`src/rtl/alu_sys_pkg.sv`:
```
// rtl/alu_sys_pkg.sv - shared constants and state encoding for the ALU command path
package alu_sys_pkg;

    localparam int DEF_DATA_WIDTH    = 8;
    localparam int DEF_ALU_FUN_WIDTH = 4;

    localparam logic [7:0] CMD_OP  = 8'hCC;
    localparam logic [7:0] CMD_NOP = 8'hDD;

    typedef enum logic [2:0] {
        IDLE     = 3'd0,
        GET_A    = 3'd1,
        GET_B    = 3'd2,
        GET_FUN  = 3'd3,
        EXEC     = 3'd4,
        WAIT_ALU = 3'd5,
        SEND_LO  = 3'd6,
        SEND_HI  = 3'd7
    } alu_state_e;

endpackage

```
`src/rtl/alu_tx_serializer.sv`:
```
// rtl/alu_tx_serializer.sv - shifts a 2-byte ALU result out as a valid/busy byte stream
module alu_tx_serializer #(
    parameter int DATA_WIDTH = 8
) (
    input  logic                    clk,
    input  logic                    rst_n,
    input  logic                    load,
    input  logic [2*DATA_WIDTH-1:0] result,
    input  logic                    tx_busy,
    output logic [DATA_WIDTH-1:0]   tdata,
    output logic                    tvalid
);

    logic [DATA_WIDTH-1:0] hi_byte;
    logic                  hi_pending;

    // A byte transfers on any edge where tvalid is high and the transmitter is not busy.
    always_ff @(posedge clk or negedge rst_n) begin
        if (!rst_n) begin
            tdata      <= '0;
            tvalid     <= 1'b0;
            hi_byte    <= '0;
            hi_pending <= 1'b0;
        end else if (load) begin
            tdata      <= result[DATA_WIDTH-1:0];
            hi_byte    <= result[2*DATA_WIDTH-1:DATA_WIDTH];
            tvalid     <= 1'b1;
            hi_pending <= 1'b1;
        end else if (tvalid && !tx_busy) begin
            if (hi_pending) begin
                tdata      <= hi_byte;
                hi_pending <= 1'b0;
            end else begin
                tdata  <= '0;
                tvalid <= 1'b0;
            end
        end
    end

endmodule

```
`src/rtl/alu_cmd_ctrl.sv`:
```
// rtl/alu_cmd_ctrl.sv - parses RX command frames, drives the ALU and returns its result over TX
module alu_cmd_ctrl
    import alu_sys_pkg::*;
#(
    parameter int DATA_WIDTH    = DEF_DATA_WIDTH,
    parameter int ALU_FUN_WIDTH = DEF_ALU_FUN_WIDTH,
    parameter int TIMEOUT       = 16
) (
    input  logic                    CLK,
    input  logic                    RST,
    input  logic [DATA_WIDTH-1:0]   RX_P_DATA,
    input  logic                    RX_D_VALID,
    input  logic [2*DATA_WIDTH-1:0] ALU_OUT,
    input  logic                    ALU_OUT_VALID,
    input  logic                    TX_BUSY,
    output logic [DATA_WIDTH-1:0]   ALU_A,
    output logic [DATA_WIDTH-1:0]   ALU_B,
    output logic [ALU_FUN_WIDTH-1:0] ALU_FUN,
    output logic                    ALU_EN,
    output logic                    CLK_GATE_EN,
    output logic [DATA_WIDTH-1:0]   TX_P_DATA,
    output logic                    TX_D_VALID,
    output logic                    ERR,
    output logic                    OVERRUN
);

    localparam int CNT_W = (TIMEOUT > 1) ? $clog2(TIMEOUT) : 1;

    alu_state_e       state;
    logic [CNT_W-1:0] wait_cnt;
    logic             fun_bad;
    logic             tx_fire;
    logic             result_load;
    logic             busy_state;

    assign fun_bad     = (RX_P_DATA >> ALU_FUN_WIDTH) != '0;
    assign tx_fire     = TX_D_VALID && !TX_BUSY;
    assign result_load = (state == WAIT_ALU) && ALU_OUT_VALID;
    assign busy_state  = (state == EXEC) || (state == WAIT_ALU) ||
                         (state == SEND_LO) || (state == SEND_HI);

    always_ff @(posedge CLK or negedge RST) begin
        if (!RST) begin
            state       <= IDLE;
            wait_cnt    <= '0;
            ALU_A       <= '0;
            ALU_B       <= '0;
            ALU_FUN     <= '0;
            ALU_EN      <= 1'b0;
            CLK_GATE_EN <= 1'b0;
            ERR         <= 1'b0;
            OVERRUN     <= 1'b0;
        end else begin
            ALU_EN  <= 1'b0;
            ERR     <= 1'b0;
            OVERRUN <= RX_D_VALID && busy_state;
            case (state)
                IDLE: begin
                    if (RX_D_VALID) begin
                        if (RX_P_DATA == DATA_WIDTH'(CMD_OP))
                            state <= GET_A;
                        else if (RX_P_DATA == DATA_WIDTH'(CMD_NOP))
                            state <= GET_FUN;
                    end
                end
                GET_A: begin
                    if (RX_D_VALID) begin
                        ALU_A <= RX_P_DATA;
                        state <= GET_B;
                    end
                end
                GET_B: begin
                    if (RX_D_VALID) begin
                        ALU_B <= RX_P_DATA;
                        state <= GET_FUN;
                    end
                end
                GET_FUN: begin
                    if (RX_D_VALID) begin
                        if (fun_bad) begin
                            ERR   <= 1'b1;
                            state <= IDLE;
                        end else begin
                            ALU_FUN     <= RX_P_DATA[ALU_FUN_WIDTH-1:0];
                            ALU_EN      <= 1'b1;
                            CLK_GATE_EN <= 1'b1;
                            state       <= EXEC;
                        end
                    end
                end
                EXEC: begin
                    wait_cnt <= '0;
                    state    <= WAIT_ALU;
                end
                WAIT_ALU: begin
                    // The ALU clock stays on through the cycle its result is seen.
                    if (ALU_OUT_VALID) begin
                        CLK_GATE_EN <= 1'b0;
                        state       <= SEND_LO;
                    end else if (wait_cnt == CNT_W'(TIMEOUT - 1)) begin
                        ERR         <= 1'b1;
                        CLK_GATE_EN <= 1'b0;
                        state       <= IDLE;
                    end else begin
                        wait_cnt <= wait_cnt + 1'b1;
                    end
                end
                SEND_LO: begin
                    if (tx_fire)
                        state <= SEND_HI;
                end
                SEND_HI: begin
                    if (tx_fire)
                        state <= IDLE;
                end
                default: state <= IDLE;
            endcase
        end
    end

    alu_tx_serializer #(
        .DATA_WIDTH (DATA_WIDTH)
    ) u_tx_ser (
        .clk     (CLK),
        .rst_n   (RST),
        .load    (result_load),
        .result  (ALU_OUT),
        .tx_busy (TX_BUSY),
        .tdata   (TX_P_DATA),
        .tvalid  (TX_D_VALID)
    );

endmodule

```
`config.mk`:
```
export PLATFORM = sky130hd
export DESIGN_NAME = alu_cmd_ctrl
export DESIGN_NICKNAME = d
export VERILOG_FILES = /design/src/rtl/alu_sys_pkg.sv /design/src/rtl/alu_tx_serializer.sv /design/src/rtl/alu_cmd_ctrl.sv
export SDC_FILE = /design/constraint.sdc
export NUM_CORES = 1
export LEC_CHECK = 0
export ABC_AREA = 1
export CORE_AREA = 2 2 73 75
export DETAILED_ROUTE_END_ITERATION = 16
export DIE_AREA = 0 0 75 77
export PLACE_DENSITY = 0.83
export SYNTH_ARGS = -nofsm -noshare
export SYNTH_HDL_FRONTEND = slang
export SYNTH_SLANG_ARGS = --single-unit
```
`constraint.sdc`:
```
create_clock -name CLK -period 3.6 [get_ports CLK]
set_input_delay 0.54 -clock CLK [delete_from_list [all_inputs] [get_ports CLK]]
set_output_delay 0.54 -clock CLK [all_outputs]
set_load 0.005 [all_outputs]
```
---- Word level (Yosys, flattened, before mapping) ----
Index checks and enable logic that the tools add are counted.
word-level totals
  bits in registers ....................... 49
  latch bits .............................. 0
  memory bits (writable) .................. 0
  bits in read-only memories .............. 0
  bits of input ports ..................... 29
  output and inout bits ................... 33
  word-level logic and storage cells ...... 92
  memories ................................ 0
operators by class
  add/sub/neg operators ................... 1
  multipliers ............................. 0
  divide/modulo/power cells ............... 0
  $lt $le $gt $ge ......................... 0
  equality and inequality tests ........... 22
  shift-type cells ........................ 0
  muxes and demuxes ....................... 36
  bitwise logic cells ..................... 1
  reductions and logical operators ........ 19
operators with widths
  kind                                                                      number
  3-bit two-way mux                                                         11
  8-bit two-way mux                                                         3
  3-bit case mux with 8 select lines                                        1
  2-bit inequality test (second input constant)                             10
  8-bit equality test (second input constant)                               2
  1-bit two-way mux                                                         16
  3-bit equality test (second input constant)                               4
  4-bit two-way mux                                                         2
  4-bit case mux with 2 select lines                                        1
  8-bit AND reduction                                                       1
  8-bit nonzero test                                                        1
  3-bit by 2-bit equality test with 1-bit output (second input constant)    2
  2-bit AND reduction                                                       3
  3-bit AND reduction                                                       2
  2-bit nonzero test                                                        3
  4-bit by 1-bit adder with 4-bit output (second input constant)            1
  4-bit equality test (second input constant)                               1
  1-bit case mux with 2 select lines                                        2
  4-bit AND reduction                                                       1
  3-bit by 1-bit equality test with 1-bit output (second input constant)    1
  1-bit logical AND                                                         3
  3-bit zero test                                                           1
  1-bit logical OR                                                          3
  3-bit by 2-bit inequality test with 1-bit output (second input constant)  1
  other kinds (3)                                                           3

---- Depth between registers and ports, before layout ----
  depth in word-level cells ............... 5
  depth in mapped cells ................... 9
  depth with buffers taken out ............ 9

---- By module ----
From an unflattened synthesis, not the netlist that was laid out.
second synthesis, totals
  cells, all modules ...................... 272
  area, all modules ....................... 2339.7 um2
by module, submodules not included
  module             times used  cells an instance  area an instance (um2)  seq. area each (um2)
  alu_cmd_ctrl       1           169                1476.4                  775.7
  alu_tx_serializer  1           103                863.3                   450.4

---- Worst setup path after synthesis ----
OpenSTA, ideal clock, no wires.
  kind .................................... input port to flip-flop
  from .................................... input TX_BUSY
  to ...................................... register state[1]
  library setup time ...................... 117 ps
  arrival time ............................ 1152 ps
  data required time ...................... 3483 ps
  setup slack ............................. 2331 ps
  stages .................................. 8
  buffers on the path ..................... 0
  cell sequence ........................... inv_1 nand2_1 a21oi_1 nor2_1 nor2_2 nand2_2 nand2_1 nand2_1
on the way
  cells in the longest elaborated chain, start to end .. 4
  elaborated cells between the ends (all ways) .. 5
  classes of those cells .................. eq/ne: 2; reduce/logical: 3
RTL lines
  item                                    RTL line            text
  from (decl)                             alu_cmd_ctrl.sv:15  input logic TX_BUSY,
  1-bit zero test *                       alu_cmd_ctrl.sv:37  assign tx_fire = TX_D_VALID && !TX_BUSY;
  1-bit logical AND *                     alu_cmd_ctrl.sv:37
  2-bit inequality test (no source line)  -
  8-bit AND reduction (no source line) *  -
  to (signal assigned)                    alu_cmd_ctrl.sv:44  state <= IDLE;
  to (signal assigned)                    alu_cmd_ctrl.sv:61  state <= GET_A;
  to (signal assigned)                    alu_cmd_ctrl.sv:63  state <= GET_FUN;
  to (decl)                               alu_cmd_ctrl.sv:29  alu_state_e state;
Every way passes the cells marked *; elsewhere a longest branch is shown, timed or not.
A chain may end at the register's enable or synchronous reset.

---- Worst setup path after layout ----
  from .................................... register u_tx_ser.tvalid
  to ...................................... output TX_D_VALID
RTL lines
  item                    RTL line                 text
  from (decl)             alu_tx_serializer.sv:11  output logic tvalid
  from (signal assigned)  alu_tx_serializer.sv:21  tvalid <= 1'b0;
  from (signal assigned)  alu_tx_serializer.sv:27  tvalid <= 1'b1;
  from (signal assigned)  alu_tx_serializer.sv:35  tvalid <= 1'b0;
  to (decl)               alu_cmd_ctrl.sv:22       output logic TX_D_VALID,
No word-level cell between the ends.

==> impl_metrics.tcl <==
set metrics [dict create \
    crit_buf_inv 1 \
    die_w_um 75 \
    reg2reg_to "wait_cnt[1]$_DFFE_PN0P_" \
    io_buffers 61 \
    synthCells 253 \
    fp.dieH_um 77 \
    top_layer_used "met4" \
    syn2layout_area_growth_pct 34.5 \
    arrival_ns 1.20 \
    startpoint_type "flip-flop" \
    synth_area_per_cell_um2 8.59 \
    yosys_warnings 0 \
    grt_setup_unrepaired "no" \
    cts_buffers 5 \
    grt_pass1_wl_mm 8.22 \
    endpoint_kind "primary output" \
    syn_nets 283 \
    max_freq_mhz 574 \
    cts_sinks 49 \
    hpwl_mm 3.46 \
    power.density_cell_area_nw_per_um2 326 \
    critical_path.slowest_cell "clkdlybuf4s50_1" \
    critical_path_class "flip-flop to primary output" \
    drt_iter0_drc 91 \
    wl_met3_um 175 \
    wl_met2_mm 2.30 \
    power_leakage_nw 1.41 \
    overflow 0 \
    layout_common_cells "nand2_1, clkdlybuf4s50_1, dfrtp_1, inv_1, nand3_1" \
    detail-route-antenna-nets 0 \
    fin_nets 345 \
    routedWlPerCell_um 12.0 \
    reg2reg_slack_ns 2.09 \
    met1_length_mm 2.06 \
    die_area_um2 5780 \
    route.detailed.drc 0 \
    io_pins 62 \
    post_synth_num_cell_types 26 \
    ys_seq_elements 49 \
    min_period_ns 1.74 \
    hold_slack_ns 0.432 \
    worst_pin_slew_ns 1.06 \
    finalClockSkew_ns 0.00438 \
    timing.rr.start "state[1]$_DFFE_PN0P_" \
    grt_pass1_vias 1809 \
    coreArea_um2 4980 \
    track_usage_pct 18.3 \
    finalHoldViolCount 0 \
    cts_setup_buffers 0 \
    synth_seq_area_share_pct 56.5 \
    slew_violations 0 \
    finalPower_mw 0.953 \
    clk_pin_slew_ns 0.09 \
    maxCapViolCount 0 \
    tritoncts "done" \
    via_count 1802 \
    htreeDepth 2 \
    antenna_found_initial 0 \
    dp_slack_ns 1.75 \
    irDropWorstVdd_mv 0.258 \
    r2r_cells 8 \
    synth_area_um2 2170 \
    grt_max_degree 50 \
    status "complete, no violations" \
    wl_mm 4.63 \
    rows 26 \
    crit_chain "clkdlybuf4s50_1" \
    start_util_pct 43.6 \
    cp_max_fo 4 \
    clkLatencyLatePin_ns 0.30 \
    post_cts_resize_count 0 \
    dp.cells 378 \
    drive_above_1_share_pct 9.49 \
    clockBufferDepth 2 \
    viasPerCell 4.67 \
    cp.required_ns 3.06 \
    critPathTopFamily "buffers and inverters" \
    period_share_pct 48.4 \
    hold_buffers 0 \
    firstDrtPassIters 4 \
    antenna_cells 0 \
    cp_slowest_stage_delay_ns 0.51 \
    gp_congestion 0.839 \
    setup_slack_ns 1.86 \
    final_common_cell "nand2_1" \
    fin_setup_tns_ns 0 \
    maxSlewHeadroom_pct 29.1 \
    setup_viol 0 \
    stdcell_count 386 \
    cts_root_buffer "clkbuf_8" \
    min_path_type "primary input to async pin" \
]
sequential cells by signal, indices dropped and copies added (netlist names), 3 cells and up:
name	flops
wait_cnt	4
ALU_FUN	4
state	3
u_tx_ser.tdata	8
ALU_A	8
ALU_B	8
u_tx_ser.hi_byte	8
worst reg2reg max path, cell delays in order, from the launching register on:
cell and delay, ns:
dfrtp_1 0.47, inv_2 0.12, nand2_2 0.07, nor2_4 0.17
nand2_4 0.16, inv_4 0.19, nor2_4 0.08, nand3_1 0.08
nand2_1 0.05
where the power goes:
group	total [mW]	switching, mW	internal (mW)
sequential	0.550	0.000118	0.550
clock	0.350	0.176	0.174
combinational	0.0523	0.0235	0.0288
total	0.953	0.200	0.753
cell families after synthesis:
logic type                 after synthesis  synth area share (%)
adders and majority gates                1                 0.576
buffers and inverters                   31                  6.51
xor gates and xnor gates                 1                 0.403
DFF                                     49                  56.5
and+or+nand+nor                        141                  28.7
AOI/OAI and AO/OA                       29                  6.91
muxes                                    1                 0.461
layer usage:
layer  track usage (%)  vias to the layer above
li1                  -                      925
met1              24.3                      825
met2              29.7                       43
met3              3.55                        9
met4              5.71                        0
met5                 0                        -
worst max path at each step:
stage               cells past startpoint                         from  slack [ns]                endpoint
floorplan                               8                      TX_BUSY        2.33    state[1]$_DFFE_PN0P_
global placement                        8                 RX_P_DATA[0]        1.77    state[1]$_DFFE_PN0P_
detailed placement                      6                 RX_P_DATA[5]        1.75  ALU_FUN[0]$_DFFE_PN0P_
CTS                                     1  u_tx_ser.tvalid$_DFFE_PN0P_        1.84              TX_D_VALID
global route                            1  u_tx_ser.tvalid$_DFFE_PN0P_        1.80              TX_D_VALID
finish                                  1  u_tx_ser.tvalid$_DFFE_PN0P_        1.86              TX_D_VALID
Yosys cell counts, drive strengths merged:
| cell type | instances | area [µm²] |
|---|---|---|
| or2 | 1 | 6.26 |
| dfrtp | 49 | 1230 |
| ha | 1 | 12.5 |
| a21oi | 4 | 20.0 |
| nor2 | 11 | 66.3 |
| o32ai | 1 | 8.76 |
| nand4 | 1 | 6.26 |
| o21ai | 23 | 115 |
| nand3 | 20 | 115 |
| xor2 | 1 | 8.76 |
| nor3 | 5 | 25.0 |
| mux2i | 1 | 10.0 |
| buf | 6 | 45.0 |
| inv | 25 | 96.4 |
| o22ai | 1 | 6.26 |
| nand2 | 103 | 404 |
cell type report:
type | count | area (µm²)
Timing Repair Buffer | 61 | 606
Clock buffer | 7 | 96.3
Sequential cell | 49 | 1230
Clock inverter | 1 | 5.00
Tap cell | 70 | 87.6
Inverter | 25 | 96.3
Fill cell | 434 | 2060
Multi-Input combinational cell | 173 | 805
through the flow:
stage | utilization (%) | cell area [µm²]
after global placement | 56.7 | 2820
after global routing | 58.7 | 2920
after CTS | 58.7 | 2920
after floorplan | - | 2170
after detailed placement | 56.7 | 2820
final | 58.7 | 2920
No activity file was read; power rests on OpenSTA's default activity.
==> RTL change 1, RTL diff (same settings) <==
The output `OVERRUN` loses its register stage (`OVERRUN` becomes a continuous assignment).
--- a/src/rtl/alu_cmd_ctrl.sv
+++ b/src/rtl/alu_cmd_ctrl.sv
@@ -51,3 +51,2 @@
             ERR         <= 1'b0;
-            OVERRUN     <= 1'b0;
         end else begin
@@ -55,3 +54,2 @@
             ERR     <= 1'b0;
-            OVERRUN <= RX_D_VALID && busy_state;
             case (state)
@@ -120,2 +118,4 @@
 
+    assign OVERRUN = RX_D_VALID && busy_state;
+
     alu_tx_serializer #(
Check against the original RTL: not equivalent (a bounded check fails within 4 cycles, from zero or initial values and one cycle with RST low).
==> RTL change 1 against the unedited design <==
  * Sequential cell count fell by 1
  * Final area fell by 0.64%
  * First-iteration DRC count rose by 6.6%
  * Non-clock buffer count did not move
  * Global-route usage rose by 0.34 points
  * Worst setup slack got worse by 0.44 ns
  * Routed wire length rose by 4.5%
  * Synthesized area fell by 1.2%
  * Total power rose by 2.2%
  * Die area did not move
  * Largest cell class unchanged
  * Highest routed layer unchanged
==> RTL change 1: results (changes against the unedited design) <==
ratio of cells with drive above 1 in the final layout -> 9.21% (was 9.49%)
dpl hpwl -> 3.51 mm (was 3.46 mm)
clock skew -> 0.00711 ns (was 0.00438 ns)
Worst-Skew Late Latency -> 0.30 ns (about the same)
initial antenna violation count -> 0 (unchanged)
top cells by area, synth -> dfrtp_1 (56%), nand2_1 (17%), nand3_1 (4.0%) (was dfrtp_1 (56%), nand2_1 (17%), nand3_1 (3.9%))
Int Power -> 0.000774 W (was 0.000753 W)
Crit path largest cell delay -> 0.50 ns
Seq/Total Area, Yosys -> 55.9% (was 56.5%)
Critical-path top delay cell -> clkdlybuf4s50_1 (unchanged)
wire length of the first global-routing pass -> 8.18 mm (was 8.22 mm)
vias in the first global route -> 1,716 (was 1,809)
Via density -> 4.76 (was 4.67)
Yosys cell types -> 26 (unchanged)
crit path max fanout -> 3 (was 4)
largest net degree at the start of global routing -> 49 (was 50)
dpl ws -> 1.42 ns (was 1.75 ns)
WL final -> 4.84 mm (was 4.63 mm)
net count after synthesis -> 282 (was 283)
Ys Warns -> 0 (unchanged)
# port buffers -> 61 (unchanged)
Post-CTS Setup Bufs -> 0 (unchanged)
CTS root buf -> clkbuf_8 (unchanged)
slew margin rel. -> 31.1% (was 29.1%)
Num CTS Buffers -> 5 (unchanged)
synth cell count leaders -> nand2_1 (98), dfrtp_1 (48), inv_1 (17), nand3_1 (17), o21ai_0 (14) (was nand2_1 (98), dfrtp_1 (49), inv_1 (17), nand3_1 (17), o21ai_0 (14))
nets@finish -> 344 (was 345)
Cells after DPL -> 377 (was 378)
CP arrival -> 1.64 ns (was 1.20 ns)
Final Wtd Congestion -> 0.778 (was 0.839)
gr usage total -> 18.6% (was 18.3%)
Cells after Synth -> 252 (was 253)
Iter 0 DRT Violations -> 97 (was 91)
post-CTS resize count -> 0 (unchanged)
P_leak -> 1.39 nW (was 1.41 nW)
Max IR drop VDD -> 0.252 mV (was 0.258 mV)
final non-filler cell total -> 385 (was 386)
status -> complete, no violations (unchanged)
[RTL change 1: cell count changes after synthesis, sizes merged]
cell   unedited run  this run
dfrtp            49        48
[RTL change 1: kinds of logic (layout without fill, tap and decap cells)]
family	Yosys count	count (layout)	synth area share, %
flip-flops	48	48	55.9
multiplexers	1	1	0.466
AO/OA/AOI/OAI	29	29	6.99
buffers and inverters	31	94	6.59
adder cells (fa/ha/maj)	1	1	0.583
XOR/XNOR	1	1	0.408
AND/OR/NAND/NOR	141	141	29.0
[RTL change 1: area by class of cell]
type                            count  area, µm²
Inverter                           25       96.3
Timing Repair Buffer               61        606
Multi-Input combinational cell    173        805
Fill cell                         436       2070
Sequential cell                    48       1200
Clock inverter                      2       35.0
Clock buffer                        6       72.6
Tap cell                           70       87.6
[RTL change 1: worst max-delay path: cells and delay by family]
| kind | cells | cell delay (ns) |
|---|---|---|
| buf+inv | 3 | 1.05 |
| simple gates | 1 | 0.06 |
[RTL change 1: power groups by stage]
| stage | sequential [W] | combinational, W | clock [W] |
|---|---|---|---|
| CTS | 0.000539 | 0.0000532 | 0.000392 |
| global placement | 0.000549 | 0.0000525 | 0 |
| global route | 0.000539 | 0.0000585 | 0.000418 |
| floorplan | 0.000550 | 0.00000675 | 0 |
| detailed placement | 0.000549 | 0.0000530 | 0 |
| finish | 0.000539 | 0.0000521 | 0.000384 |
[RTL change 1: layer usage]
metal  track usage [%]  wire (µm)
met3              4.34        233
met4              6.43         80
met1              24.3       2070
met2              29.9       2460
met5                 0          0
[RTL change 1: worst paths after layout]
check	from	endpoint	slack [ns]	depth (start not counted)
min	RST	ALU_A[3]	0.42	1
max reg2reg	state[1]	wait_cnt[1]	2.05	8
min in group CLK	u_tx_ser.hi_byte[0]	u_tx_ser.tdata[0]	0.48	2
min reg2reg	u_tx_ser.hi_byte[0]	u_tx_ser.tdata[0]	0.48	2
max	RX_D_VALID	OVERRUN	1.42	4
max in group asynchronous	RST	ALU_B[6]	2.55	1
[RTL change 1: stage by stage]
stage	power [W]	hold WS (ns)	area (µm²)
floorplan	0.000556	0.244	2150
finish	0.000974	0.420	2900
global placement	0.000602	0.461	2800
detailed placement	0.000602	0.465	2800
CTS	0.000984	0.453	2900
global route	0.00101	0.511	2900
==> RTL change 2, RTL diff (same settings) <==
Without the edit above. Change the parameter `TIMEOUT` from 16 to 32.
--- a/src/rtl/alu_cmd_ctrl.sv
+++ b/src/rtl/alu_cmd_ctrl.sv
@@ -6,3 +6,3 @@
     parameter int ALU_FUN_WIDTH = DEF_ALU_FUN_WIDTH,
-    parameter int TIMEOUT       = 16
+    parameter int TIMEOUT       = 32
 ) (
Function: no difference found for any inputs over 10 cycles, from zero or initial values and one cycle with RST low; that may be too few to reach the edited logic, so the function may still have changed.
==> RTL change 2 against the unedited design <==
  * Register-to-register slack lost 0.20 ns
  * Final area grew 2.7%
  * Worst setup slack gained 0.0046 ns
  * Routed wire length grew 2.3%
  * Non-clock buffer count is the same
  * Global-route usage is essentially flat
  * Count of clock-buffer cells in the layout shrank 1
  * Sequential cell count grew 1
  * Synthesized area grew 4.0%
  * Die area is the same
  * Critical endpoint is now ALU_B[0]
Power is not compared: it rests on default switching activity, and its combinational part moved more than twofold at a synthesized area within 25%.
==> RTL change 2: results (changes against the unedited design) <==
final non-filler cell total -> 395 (was 386)
Num CTS Buffers -> 5 (unchanged)
clk slew on worst S/H paths -> 0.09 ns (about the same)
P_leak -> 1.49 nW
Async S/R FF share, synth -> 100% (unchanged)
ratio of cells with drive above 1 in the final layout -> 9.54% (was 9.49%)
gr usage total -> 18.3% (about the same)
# port buffers -> 61 (unchanged)
slew margin rel. -> 28.3% (was 29.1%)
Cells after DPL -> 387 (was 378)
Crit path largest cell delay -> 0.52 ns
Iter 0 DRT Violations -> 102 (was 91)
Via density -> 4.73 (was 4.67)
Yosys cell types -> 26 (unchanged)
crit path max fanout -> 2 (was 4)
WL final -> 4.74 mm (was 4.63 mm)
CP arrival -> 1.20 ns (about the same)
wire length of the first global-routing pass -> 8.12 mm (was 8.22 mm)
Seq/Total Area, Yosys -> 55.4% (was 56.5%)
Max IR drop VDD -> 0.370 mV
CTS root buf -> clkbuf_8 (unchanged)
Critical-path top delay cell -> clkdlybuf4s50_1 (unchanged)
synth cell count leaders -> nand2_1 (109), dfrtp_1 (50), inv_1 (21), nand3_1 (17), o21ai_0 (14) (was nand2_1 (98), dfrtp_1 (49), inv_1 (17), nand3_1 (17), o21ai_0 (14))
Ys Warns -> 0 (unchanged)
top cells by area, synth -> dfrtp_1 (55%), nand2_1 (18%), nand3_1 (3.8%) (was dfrtp_1 (56%), nand2_1 (17%), nand3_1 (3.9%))
Area after DPL -> 2910 µm² (was 2820 µm²)
status -> complete, no violations (unchanged)
Cells after Synth -> 261 (was 253)
vias in the first global route -> 1,788 (was 1,809)
dpl hpwl -> 3.49 mm (was 3.46 mm)
initial antenna violation count -> 0 (unchanged)
nets@finish -> 355 (was 345)
clock skew -> 0.00839 ns (was 0.00438 ns)
largest net degree at the start of global routing -> 51 (was 50)
dpl ws -> 1.60 ns (was 1.75 ns)
Final Wtd Congestion -> 0.860 (was 0.839)
net count after synthesis -> 292 (was 283)
RTL change 2: cell types whose count changed after synthesis, moves of 2 or more:
cell / unedited run / this run
inv_2: 7 / 5
o21ai_1: 9 / 1
inv_1: 17 / 21
nand2_2: 4 / 1
o21ai_2: 0 / 9
nand3_2: 3 / 0
nand2_1: 98 / 109
buf_2: 3 / 1
RTL change 2: worst paths after layout:
path,start,endpoint,slack [ns],cells past startpoint
worst max-delay path,ALU_B[0],ALU_B[0],1.86,1
worst min-delay path,RST,ALU_B[3],0.44,1
worst max register to register,wait_cnt[0],state[2],1.89,11
worst min register to register,u_tx_ser.hi_byte[4],u_tx_ser.hi_byte[4],0.48,2
max in group asynchronous,RST,u_tx_ser.hi_byte[1],2.50,1
min in group CLK,u_tx_ser.hi_byte[4],u_tx_ser.hi_byte[4],0.48,2
RTL change 2: layout make-up:
type | count | area [µm²]
fillers | 432 | 1980
flip-flops and latches | 50 | 1250
multi-input cells | 180 | 865
repair buffers | 61 | 606
inverters | 26 | 97.6
well taps | 70 | 87.6
clock buffers | 6 | 82.6
clock inverters | 2 | 12.5
RTL change 2: cells by family after synthesis:
family	count (synthesis)	synth area share [%]
buf+inv	31	6.37
compound gates	30	8.42
fa+ha+maj	2	1.11
simple gates	147	28.4
flops	50	55.4
xor+xnor	1	0.388
RTL change 2: routing by layer:
metal | vias up | global-route usage [%] | part of all wire (%)
li1 | 951 | - | -
met1 | 872 | 23.5 | 43
met2 | 40 | 30.4 | 52
met3 | 7 | 3.55 | 3.6
met4 | 0 | 6.07 | 1.8
met5 | - | 0 | 0
RTL change 2: power by group:
group          leakage [nW]  internal [W]  switching (W)
registers             0.647      0.000788       0.000159
logic                 0.798      0.000452       0.000387
clock network        0.0472      0.000155       0.000180
total                  1.49       0.00139       0.000726
